## config.mk

```make
export PLATFORM = sky130hd
export DESIGN_NAME = countdown_timer
export DESIGN_NICKNAME = d
export VERILOG_FILES = /design/src/rtl/countdown_timer.sv
export SDC_FILE = /design/constraint.sdc
export NUM_CORES = 1
export LEC_CHECK = 0
export CAP_MARGIN = 25
export CORE_UTILIZATION = 45
export CTS_CLUSTER_SIZE = 14
export DETAILED_ROUTE_END_ITERATION = 10
export GPL_TIMING_DRIVEN = 0
export MAX_ROUTING_LAYER = met4
export PLACE_DENSITY = 0.89
export SYNTH_ARGS = -nofsm -noshare
export SYNTH_HDL_FRONTEND = slang
export SYNTH_SLANG_ARGS = --single-unit
```

## constraint.sdc

```tcl
create_clock -name clk -period 2.5 [get_ports clk]
set_clock_uncertainty 0.05 [all_clocks]
set_input_delay 0.25 -clock clk [delete_from_list [all_inputs] [get_ports clk]]
set_output_delay 0.25 -clock clk [all_outputs]
set_load 0.01 [all_outputs]
```

## src/rtl/countdown_timer.sv

```systemverilog
// countdown_timer: MM:SS down-counter driven by the shared 1 Hz tick, with a latched alarm at 00:00
//   clk        system clock, all state on posedge
//   reset      asynchronous active-high reset
//   tick       1-cycle 1 Hz enable
//   load       load preset (ignored while running)
//   load_min   preset minutes, clamped to MAX_MIN
//   load_sec   preset seconds, clamped to 59
//   start      begin/resume counting (only from a non-zero value)
//   pause      suspend counting
//   clear      abort to 00:00 / IDLE
//   ack        silence the alarm
//   min, sec   current value
//   running    high while counting
//   alarm      high while expired
//   done_pulse one-cycle pulse when 00:00 is reached
module countdown_timer #(
    parameter int MIN_W   = 7,
    parameter int SEC_W   = 6,
    parameter int MAX_MIN = 99
) (
    input  logic             clk,
    input  logic             reset,
    input  logic             tick,
    input  logic             load,
    input  logic [MIN_W-1:0] load_min,
    input  logic [SEC_W-1:0] load_sec,
    input  logic             start,
    input  logic             pause,
    input  logic             clear,
    input  logic             ack,
    output logic [MIN_W-1:0] min,
    output logic [SEC_W-1:0] sec,
    output logic             running,
    output logic             alarm,
    output logic             done_pulse
);
    typedef enum logic [1:0] {IDLE, RUN, PAUSED, EXPIRED} state_t;

    state_t           st_q, st_d;
    logic [MIN_W-1:0] min_q, min_d;
    logic [SEC_W-1:0] sec_q, sec_d;
    logic             running_q, alarm_q, done_q, done_d;
    logic             zero_q;

    assign zero_q = (min_q == '0) && (sec_q == '0);

    // Commands that do not apply in the current state are treated as absent,
    // so a lower-priority command in the same cycle still takes effect.
    always_comb begin
        st_d   = st_q;
        min_d  = min_q;
        sec_d  = sec_q;
        done_d = 1'b0;
        if (clear) begin
            st_d  = IDLE;
            min_d = '0;
            sec_d = '0;
        end else if (load && st_q != RUN) begin
            min_d = (load_min > MIN_W'(MAX_MIN)) ? MIN_W'(MAX_MIN) : load_min;
            sec_d = (load_sec > SEC_W'(59)) ? SEC_W'(59) : load_sec;
            st_d  = (st_q == EXPIRED) ? IDLE : st_q;
        end else if (start && (st_q == IDLE || st_q == PAUSED) && !zero_q) begin
            st_d = RUN;
        end else if (pause && st_q == RUN) begin
            st_d = PAUSED;
        end else if (ack && st_q == EXPIRED) begin
            st_d = IDLE;
        end else if (tick && st_q == RUN) begin
            // RUN never holds 00:00, so the borrow branch always has min_q > 0
            sec_d = (sec_q != '0) ? sec_q - SEC_W'(1) : SEC_W'(59);
            min_d = (sec_q != '0) ? min_q : min_q - MIN_W'(1);
            if (min_d == '0 && sec_d == '0) begin
                st_d   = EXPIRED;
                done_d = 1'b1;
            end
        end
    end

    always_ff @(posedge clk or posedge reset) begin
        if (reset) begin
            st_q      <= IDLE;
            min_q     <= '0;
            sec_q     <= '0;
            running_q <= 1'b0;
            alarm_q   <= 1'b0;
            done_q    <= 1'b0;
        end else begin
            st_q      <= st_d;
            min_q     <= min_d;
            sec_q     <= sec_d;
            running_q <= (st_d == RUN);
            alarm_q   <= (st_d == EXPIRED);
            done_q    <= done_d;
        end
    end

    assign min        = min_q;
    assign sec        = sec_q;
    assign running    = running_q;
    assign alarm      = alarm_q;
    assign done_pulse = done_q;
endmodule

```

==> reports/results.md, run 1 <==
### Critical path
* Worst Path Class, Setup: flip-flop to flip-flop
* Max Fanout on Critical Path: 6
* worst reg-to-reg setup slack: 0.30 ns
* slowest cell delay on critical path: 0.44 ns
* R2R Path End: min[5]$_DFFE_PP0P_
* startpoint of the most critical register-to-register path: sec[0]$_DFFE_PP0P_
* CP Cell Sequence: inv_1 > ha_1 > nor2b_1 > nand3_1 > nor3_1 > xnor2_1 > a211oi_1
* worst path buffer plus inverter count: 1
* WP depth: 7
* Req. time, crit path: 2.65 ns
* family of cells with the greatest summed delay on the critical path: simple AND/OR/NAND/NOR gates
* startpoint class of the critical path: flip-flop
* worst setup path endpoint: min[5]$_DFFE_PP0P_
* source of the critical timing path: sec[0]$_DFFE_PP0P_
* arrival time of data at the critical path endpoint: 2.35 ns
* cell depth of the worst flop-to-flop path: 7
* slowest stage cell, crit path: dfrtp_1
* type of element capturing the critical path: flip-flop

### Power
* worst voltage drop across the vdd grid: 313.8 uV
* ratio of total power to cell area: 469.0 mW/mm2
* PnR Total Power: 0.7341 mW
* Static Leakage: 0.6342 nW

### Synth
* cells taking the most area after synthesis: dfrtp_1, xnor2_1, nand2_1
* sequential area share after synthesis: 39.26%
* Syn. warnings: 0
* Cell Area, Synth: 0.001147 mm2
* syn_nets: 154
* Netlist cell types: 38
* library cell with the largest summed area after synthesis: dfrtp_1
* gate count after technology mapping: 130
* fraction of synthesized cell area taken by the top area cell type: 39.26%
* Avg Cell Area, Syn: 8.826 um2
* number of storage elements in the synthesis netlist: 18

### Timing
* Hold Vio Cnt, Final: 0
* Worst Setup Slack, final: 0.2970 ns
* final worst path period need: 2.203 ns
* Achievable Freq: 0.4539 GHz
* setup repair after global routing missed its margin: false
* Final Cycle Share: 88.12%
* Setup Total Neg Slack: 0 ns
* normalized max-slew margin: 55.10%
* max-slew violation count: 0
* final setup vio count: 0
* transition at the pin with the smallest max-transition slack: 0.6727 ns

### Die
* Die Y-Extent: 52.50 um
* # IOs: 37
* Starting Density: 49.95%
* placement row count: 17
* CORE AREA: 0.002297 mm2
* area of the die: 0.002756 mm2
* horizontal extent of the die: 52.50 um

### GRT
* vias in the first global route: 1206
* Overall Global Routing Usage: 26.61%
* first-pass GRT wire length: 5.154 mm
* Remaining Overflow, GRT: 0
* antenna violations before repair: 0
* largest net degree at the start of global routing: 19

### Layout
* area growth from synthesis to layout: 36.42%
* most frequent standard cell in the layout excluding fill and tap cells: clkdlybuf4s50_1
* Final Net Count: 195
* Multi-input gate area: 648.1 um2
* final instance count without filler cells: 197
* Antenna Cells: 0
* commonest cells after routing, fill and taps aside: clkdlybuf4s50_1, dfrtp_1, nor2_1, nand2_1
* storage element area: 450.4 um2
* proportion of layout cells with a drive suffix above 1: 5.917%
* FILL cells: 195
* design area: 0.001565 mm2

### Drt
* number of search-and-repair iterations in the first detailed-routing pass: 4
* drt drc: 0
* antenna violation net count after detailed routing: 0
* detail-routed via count per cell: 6.107
* detailed-route via count: 1203
* First DRT Iteration DRCs: 63
* total detailed-routing wirelength: 3.167 mm
* WL per Instance: 16.08 um

### CTS
* clock buffer count from CTS: 3
* latest clock arrival within the worst-skew pair: 0.29 ns
* clock root buffer: clkbuf_4
* number of clock sinks: 18
* post-CTS sizing: 0
* # hold bufs at CTS: 0
* clock buffer depth: 2
* Setup Fix Bufs, Post-CTS: 0
* H-Tree Level Count: 1
* clock tree from TritonCTS: built
* clock transition time at the flip-flop clock pins of the worst setup and hold paths: 0.10 ns

### Placement
* half-perimeter wire length after detailed placement: 2.438 mm
* total placed cells including tap cells: 194
* final weighted congestion in routability-driven placement: 0.9224
* worst slack at placement: 0.3286 ns
* Cell Area, Placed: 0.001543 mm2
* port buffer count: 36

### Outcome
* run status: finished clean

### Hold path
* class of the tightest hold or removal check: primary input to async pin

### Run
* max-cap violations: 0

## synthesized netlist by cell type (all sizes together)
cell / count
nand4: 5
clkbuf: 2
o221a: 1
nor3: 9
o22ai: 1
a31o: 1
buf: 3
and4bb: 1
xnor2: 6
inv: 7
a21o: 1
or4b: 1
nor4: 2
nand2b: 1
o31a: 1
o21ai: 6
nor2b: 4
mux2i: 1
a311oi: 1
nor3b: 1
dfrtp: 18
nand3b: 1
a41oi: 1
a21oi: 7
nand2: 11
a21boi: 1
and4b: 1
a211oi: 5
a22oi: 1
nor2: 11
o221ai: 2
or4: 2
xor2: 4
nand3: 7
ha: 3
## metrics by stage
step / hold WS, ns / utilization [%]
after CTS: 0.3374 / 68.14
final: 0.3030 / 68.14
after detailed placement: 0.4923 / 67.16
after floorplan: 0.1386 / -
after global routing: 0.3843 / 68.14
after global placement: 0.4917 / 67.16
## worst min path at each step
stage                       startpoint              endpoint  slack (ns)  depth (start not counted)
finish                           reset  done_pulse$_DFF_PP0_        0.30                          2
global route                     reset     running$_DFF_PP0_        0.38                          2
CTS                              reset  done_pulse$_DFF_PP0_        0.34                          2
detailed placement  sec[1]$_DFFE_PP0P_    sec[1]$_DFFE_PP0P_        0.49                          2
global placement    sec[1]$_DFFE_PP0P_    sec[1]$_DFFE_PP0P_        0.49                          2
floorplan                        reset       alarm$_DFF_PP0_        0.14                          1
## registers in the layout, summed over array words and instances (netlist names)
register and flops:
st_q 2, running 1, done_pulse 1, min 7
sec 6, alarm 1
## area by class of cell
type | count | share of cell area (%)
buffer | 5 | 1.439
clock buffer | 3 | 1.439
multi-input combinational | 100 | 41.41
timing repair buffer | 36 | 23.02
inverter | 7 | 1.679
sequential | 18 | 28.78
tap | 28 | 2.238
## where the power goes
group / internal (mW) / total [mW] / switching, mW
combinational: 0.124 / 0.248 / 0.125
sequential: 0.312 / 0.341 / 0.0295
clock: 0.0561 / 0.144 / 0.0881
total: 0.492 / 0.734 / 0.242
## layer usage
metal | global-route usage [%] | vias up | part of all wire (%) | wire (um)
li1 | - | 558 | - | -
met1 | 31.09 | 562 | 41 | 1301
met2 | 44.94 | 72 | 50 | 1576
met3 | 4.638 | 11 | 6.9 | 219
met4 | 10.96 | 0 | 2.2 | 70
met5 | - | - | 0 | 0
## cells by family (layout without fill, tap and decap cells)
group	count (synthesis)	after routing	share of synthesized area, %
compound gates	29	29	17.01
flops	18	18	39.26
mux	1	1	0.8724
simple gates	57	57	27.70
buf+inv	12	51	4.253
fa+ha+maj	3	3	3.272
xor+xnor	10	10	7.633
Power figures use the tool's default switching activity.
==> inputs of run 2 (changes only) <==
--- a/config.mk
+++ b/config.mk
@@ -6,12 +6,12 @@
 export NUM_CORES = 1
 export LEC_CHECK = 0
 export CAP_MARGIN = 25
-export CORE_UTILIZATION = 45
+export CORE_UTILIZATION = 49
 export CTS_CLUSTER_SIZE = 14
 export DETAILED_ROUTE_END_ITERATION = 10
 export GPL_TIMING_DRIVEN = 0
 export MAX_ROUTING_LAYER = met4
-export PLACE_DENSITY = 0.89
+export PLACE_DENSITY = 0.95
 export SYNTH_ARGS = -nofsm -noshare
 export SYNTH_HDL_FRONTEND = slang
 export SYNTH_SLANG_ARGS = --single-unit
==> constraint.sdc (replaced) <==
create_clock -name clk -period 2.55 [get_ports clk]
set_clock_uncertainty 0.05 [all_clocks]
set_input_delay 0.255 -clock clk [delete_from_list [all_inputs] [get_ports clk]]
set_output_delay 0.255 -clock clk [all_outputs]
set_load 0.01 [all_outputs]
==> run 2 against run 1 <==
Clock power up 23%. Cell count is 0.51% higher. Die area down 7.9%. Global-route usage down 0.89 points. Combinational power down 3%. Non-clock buffer count is the same. First-iteration DRC count fell by 49%. Fmax is 0.60% lower.
==> reports/results.md, run 2 (synthesis results as in run 1) <==
### Critical path
* R2R Path End: min[5]$_DFFE_PP0P_
* Max Fanout on Critical Path: 6
* worst reg-to-reg setup slack: 0.33 ns
* slowest cell delay on critical path: 0.45 ns
* arrival time of data at the critical path endpoint: 2.37 ns
* startpoint of the most critical register-to-register path: sec[0]$_DFFE_PP0P_
* CP Cell Sequence: inv_1 > ha_1 > nor2b_1 > nand3_1 > nor3_1 > xnor2_1 > a211oi_1
* cell depth of the worst flop-to-flop path: 7
* worst path buffer plus inverter count: 1
* family of cells with the greatest summed delay on the critical path: simple AND/OR/NAND/NOR gates
* Worst Path Class, Setup: flip-flop to flip-flop
* slowest stage cell, crit path: dfrtp_1
* Req. time, crit path: 2.70 ns
* startpoint class of the critical path: flip-flop
* type of element capturing the critical path: flip-flop

### Layout
* most frequent standard cell in the layout excluding fill and tap cells: clkdlybuf4s50_1
* Antenna Cells: 0
* Final Net Count: 195
* max FFs per register: 7
* FILL cells: 176
* area growth from synthesis to layout: 37.62%
* proportion of layout cells with a drive suffix above 1: 6.471%
* commonest cells after routing, fill and taps aside: clkdlybuf4s50_1, dfrtp_1, nor2_1, nand2_1

### Power
* Switch Pwr: 0.2399 mW
* clock network power share: 23.6%
* worst voltage drop across the vdd grid: 299.7 uV
* share of total power in sequential cells: 44.6%
* Static Leakage: 0.6414 nW
* PnR Total Power: 0.7535 mW
* Internal: 0.5136 mW
* combinational cell fraction of total power: 31.9%
* ratio of total power to cell area: 477.2 mW/mm2
* switching share of power: 31.84%

### Run
* max-cap violations: 0

### Timing
* setup repair after global routing missed its margin: false
* final worst path period need: 2.216 ns
* Worst Setup Slack, final: 0.3337 ns
* max-slew violation count: 0
* Fin Hold WS: 0.2950 ns
* final setup vio count: 0
* Achievable Freq: 0.4512 GHz
* Hold Vio Cnt, Final: 0
* Final Cycle Share: 86.91%
* Setup Total Neg Slack: 0 ns
* normalized max-slew margin: 54.52%
* transition at the pin with the smallest max-transition slack: 0.6815 ns

### Placement
* worst slack at placement: 0.3882 ns
* final weighted congestion in routability-driven placement: 0.9019
* port buffer count: 36
* half-perimeter wire length after detailed placement: 2.325 mm

### Drt
* WL per Instance: 15.04 um
* antenna violation net count after detailed routing: 0
* detail-routed via count per cell: 5.985
* total detailed-routing wirelength: 2.977 mm
* detailed-route via count: 1185
* drt drc: 0
* First DRT Iteration DRCs: 32
* number of search-and-repair iterations in the first detailed-routing pass: 4

### Die
* Die Y-Extent: 50.39 um
* Starting Density: 51.87%
* # IOs: 37
* horizontal extent of the die: 50.39 um
* placement row count: 17
* area of the die: 0.002539 mm2
* CORE AREA: 0.002212 mm2

### CTS
* clock buffer depth: 2
* H-Tree Level Count: 1
* number of clock sinks: 18
* clock transition time at the flip-flop clock pins of the worst setup and hold paths: 0.11 ns
* latest clock arrival within the worst-skew pair: 0.29 ns
* post-CTS sizing: 0
* # hold bufs at CTS: 0
* Setup Fix Bufs, Post-CTS: 0
* clock buffer count from CTS: 3
* clock root buffer: clkbuf_4
* clock tree from TritonCTS: built

### GRT
* vias in the first global route: 1137
* largest net degree at the start of global routing: 19
* antenna violations before repair: 0
* first-pass GRT wire length: 4.809 mm
* Overall Global Routing Usage: 25.72%
* Remaining Overflow, GRT: 0

### Outcome
* run status: finished clean

### Hold path
* class of the tightest hold or removal check: primary input to async pin

## run 2: changes by cell type in the layout (fill, tap and decap cells not counted), sizes merged
cell    delta
clkbuf     +1
## run 2: per-layer routing
layer | wire length [um] | GRT usage, % | vias up
li1 | - | - | 559
met1 | 1224 | 28.05 | 577
met2 | 1590 | 48.89 | 43
met3 | 130 | 3.030 | 6
met4 | 31 | 6.481 | 0
met5 | 0 | - | -
## run 2: power groups by stage
stage               logic, mW  registers (mW)  clock network, mW
floorplan               0.126           0.343                  0
global placement        0.231           0.339                  0
detailed placement      0.238           0.341                  0
CTS                     0.239           0.335              0.178
global route            0.263           0.338              0.191
finish                  0.240           0.336              0.177
## run 2: worst max-delay path by stage
stage	from	to	slack, ns	cells after the start
2_1_floorplan	sec[1]$_DFFE_PP0P_	running$_DFF_PP0_	0.66	7
3_3_place_gp	sec[0]$_DFFE_PP0P_	min[5]$_DFFE_PP0P_	0.51	7
3_5_place_dp	sec[0]$_DFFE_PP0P_	min[5]$_DFFE_PP0P_	0.39	7
4_1_cts	sec[0]$_DFFE_PP0P_	min[5]$_DFFE_PP0P_	0.36	7
5_1_grt	sec[0]$_DFFE_PP0P_	min[5]$_DFFE_PP0P_	0.17	7
6_report	sec[0]$_DFFE_PP0P_	min[5]$_DFFE_PP0P_	0.33	7
## run 2: layout make-up
class	instances	area [um2]	area share [%]
inverters	7	26.28	1.664
repair buffers	36	360.3	22.82
well taps	28	35.03	2.219
multi-input cells	100	648.1	41.05
flip-flops and latches	18	450.4	28.53
plain buffers	5	22.52	1.426
clock buffers	4	36.28	2.298
## run 2: per-stage QoR
| step | utilization, % | cell area (um2) | cells |
|---|---|---|---|
| after CTS | 71.38 | 1579 | 198 |
| after global routing | 71.38 | 1579 | 198 |
| after global placement | 69.74 | 1543 | 194 |
| after floorplan | - | 1147 | 130 |
| final | 71.38 | 1579 | 198 |
| after detailed placement | 69.74 | 1543 | 194 |
==> inputs of run 3 (changes only) <==
--- a/config.mk
+++ b/config.mk
@@ -6,12 +6,12 @@
 export NUM_CORES = 1
 export LEC_CHECK = 0
 export CAP_MARGIN = 25
-export CORE_UTILIZATION = 49
+export CORE_UTILIZATION = 43
 export CTS_CLUSTER_SIZE = 14
 export DETAILED_ROUTE_END_ITERATION = 10
 export GPL_TIMING_DRIVEN = 0
 export MAX_ROUTING_LAYER = met4
-export PLACE_DENSITY = 0.95
+export PLACE_DENSITY = 0.86
 export SYNTH_ARGS = -nofsm -noshare
 export SYNTH_HDL_FRONTEND = slang
 export SYNTH_SLANG_ARGS = --single-unit
==> run 3 against run 2 <==
First-iteration DRC count is 3.1% lower. Routed wire length about the same. Utilization fell by 8.1 points. Fmax up 4.3%. Via count shrank 1.9%. Critical endpoint unchanged. Design area up 0.16%. Sequential cell count unchanged. Cell count increased by 1.0%.
==> reports/results.md, run 3 (synthesis results as in run 1) <==
### Placement
* total placed cells including tap cells: 196
* Cell Area, Placed: 0.001545 mm2
* final weighted congestion in routability-driven placement: 0.8828
* half-perimeter wire length after detailed placement: 2.272 mm
* port buffer count: 36

### Layout
* area growth from synthesis to layout: 37.84%
* proportion of layout cells with a drive suffix above 1: 6.471%
* max FFs per register: 7
* final instance count without filler cells: 200
* commonest cells after routing, fill and taps aside: clkdlybuf4s50_1, dfrtp_1, nor2_1, nand2_1
* FILL cells: 227
* design area: 0.001582 mm2
* Final Net Count: 195
* most frequent standard cell in the layout excluding fill and tap cells: clkdlybuf4s50_1
* Antenna Cells: 0

### Timing
* final setup vio count: 0
* final worst path period need: 2.126 ns
* transition at the pin with the smallest max-transition slack: 0.6763 ns
* Setup Total Neg Slack: 0 ns
* Achievable Freq: 0.4704 GHz
* normalized max-slew margin: 54.86%
* max-slew violation count: 0
* Hold Vio Cnt, Final: 0
* setup repair after global routing missed its margin: false
* Final Cycle Share: 83.36%
* Fin Hold WS: 0.3015 ns

### Drt
* number of search-and-repair iterations in the first detailed-routing pass: 5
* drt drc: 0
* First DRT Iteration DRCs: 31
* total detailed-routing wirelength: 2.978 mm
* detail-routed via count per cell: 5.815
* antenna violation net count after detailed routing: 0
* detailed-route via count: 1163
* WL per Instance: 14.89 um

### Hold path
* class of the tightest hold or removal check: primary input to async pin

### Die
* placement row count: 18
* horizontal extent of the die: 53.66 um
* Die Y-Extent: 53.66 um
* CORE AREA: 0.002500 mm2
* # IOs: 37
* area of the die: 0.002879 mm2
* Starting Density: 45.90%

### Critical path
* Req. time, crit path: 2.71 ns
* slowest stage cell, crit path: dfrtp_1
* type of element capturing the critical path: flip-flop
* slowest cell delay on critical path: 0.44 ns
* startpoint class of the critical path: flip-flop
* arrival time of data at the critical path endpoint: 2.28 ns
* Max Fanout on Critical Path: 6
* CP Cell Sequence: inv_1 > ha_1 > nor2b_1 > nand3_1 > nor3_1 > xnor2_1 > a211oi_1
* Worst Path Class, Setup: flip-flop to flip-flop

### Power
* Internal: 0.5134 mW
* combinational cell fraction of total power: 32.1%
* share of total power in sequential cells: 44.7%
* switching share of power: 31.67%
* Switch Pwr: 0.2379 mW
* clock network power share: 23.3%
* Static Leakage: 0.6414 nW
* PnR Total Power: 0.7513 mW
* ratio of total power to cell area: 475.0 mW/mm2
* worst voltage drop across the vdd grid: 314.8 uV

### CTS
* post-CTS sizing: 0
* clock root buffer: clkbuf_4
* Setup Fix Bufs, Post-CTS: 0
* number of clock sinks: 18
* clock tree from TritonCTS: built
* # hold bufs at CTS: 0
* clock buffer count from CTS: 3
* clock buffer depth: 2
* H-Tree Level Count: 1
* clock transition time at the flip-flop clock pins of the worst setup and hold paths: 0.10 ns
* latest clock arrival within the worst-skew pair: 0.29 ns

### GRT
* Overall Global Routing Usage: 25.11%
* antenna violations before repair: 0
* vias in the first global route: 1174
* first-pass GRT wire length: 5.016 mm
* largest net degree at the start of global routing: 19
* Remaining Overflow, GRT: 0

### Run
* max-cap violations: 0

### Outcome
* run status: finished clean

## run 3: area by class of cell
class	count	area, um2	share of cell area, %
Multi-Input combinational cell	100	648.1	40.98
Sequential cell	18	450.4	28.48
Timing Repair Buffer	36	360.3	22.78
Tap cell	30	37.54	2.373
Clock buffer	4	36.28	2.294
Inverter	7	26.28	1.661
Buffer	5	22.52	1.424
## run 3: power groups by stage
| stage | Sequential (mW) | Combinational, mW | Clock [mW] |
|---|---|---|---|
| floorplan | 0.343 | 0.126 | 0 |
| global placement | 0.339 | 0.232 | 0 |
| detailed placement | 0.340 | 0.238 | 0 |
| CTS | 0.335 | 0.240 | 0.180 |
| global route | 0.340 | 0.266 | 0.190 |
| finish | 0.336 | 0.241 | 0.175 |
## run 3: metrics by stage
step / util [%] / setup slack (ns)
2_1_floorplan: - / 0.6614
3_3_place_gp: 61.81 / 0.4992
3_5_place_dp: 61.81 / 0.4544
4_1_cts: 63.26 / 0.4328
5_1_grt: 63.26 / 0.2528
6_report: 63.26 / 0.4242
## run 3: worst paths after layout
kind                       slack (ns)                from  depth (start not counted)                  to
setup / recovery                 0.42  sec[0]$_DFFE_PP0P_                          7  min[5]$_DFFE_PP0P_
hold / removal                   0.30               reset                          2     alarm$_DFF_PP0_
setup reg to reg                 0.42  sec[0]$_DFFE_PP0P_                          7  min[5]$_DFFE_PP0P_
hold reg to reg                  0.56  sec[1]$_DFFE_PP0P_                          2  sec[1]$_DFFE_PP0P_
max in group asynchronous        1.72               reset                          2   st_q[0]$_DFF_PP0_
min in group clk                 0.51         load_sec[2]                          3  sec[2]$_DFFE_PP0P_
## run 3: metal layers
metal  wire length [um]  GRT usage [%]  share of wire [%]  up-vias
li1                   -              -                  -      558
met1               1265          28.52                 42      546
met2               1491          45.00                 50       51
met3                170          3.955                5.7        8
met4                 51          7.456                1.7        0
met5                  0              -                  0        -
## run 3: critical path, delay by kind of cell (launching register included)
kind | cells | cell delay (ns)
flip-flops | 1 | 0.44
adder cells (fa/ha/maj) | 1 | 0.25
buffers and inverters | 1 | 0.12
AND/OR/NAND/NOR | 3 | 0.85
AO/OA/AOI/OAI | 1 | 0.23
XOR/XNOR | 1 | 0.09
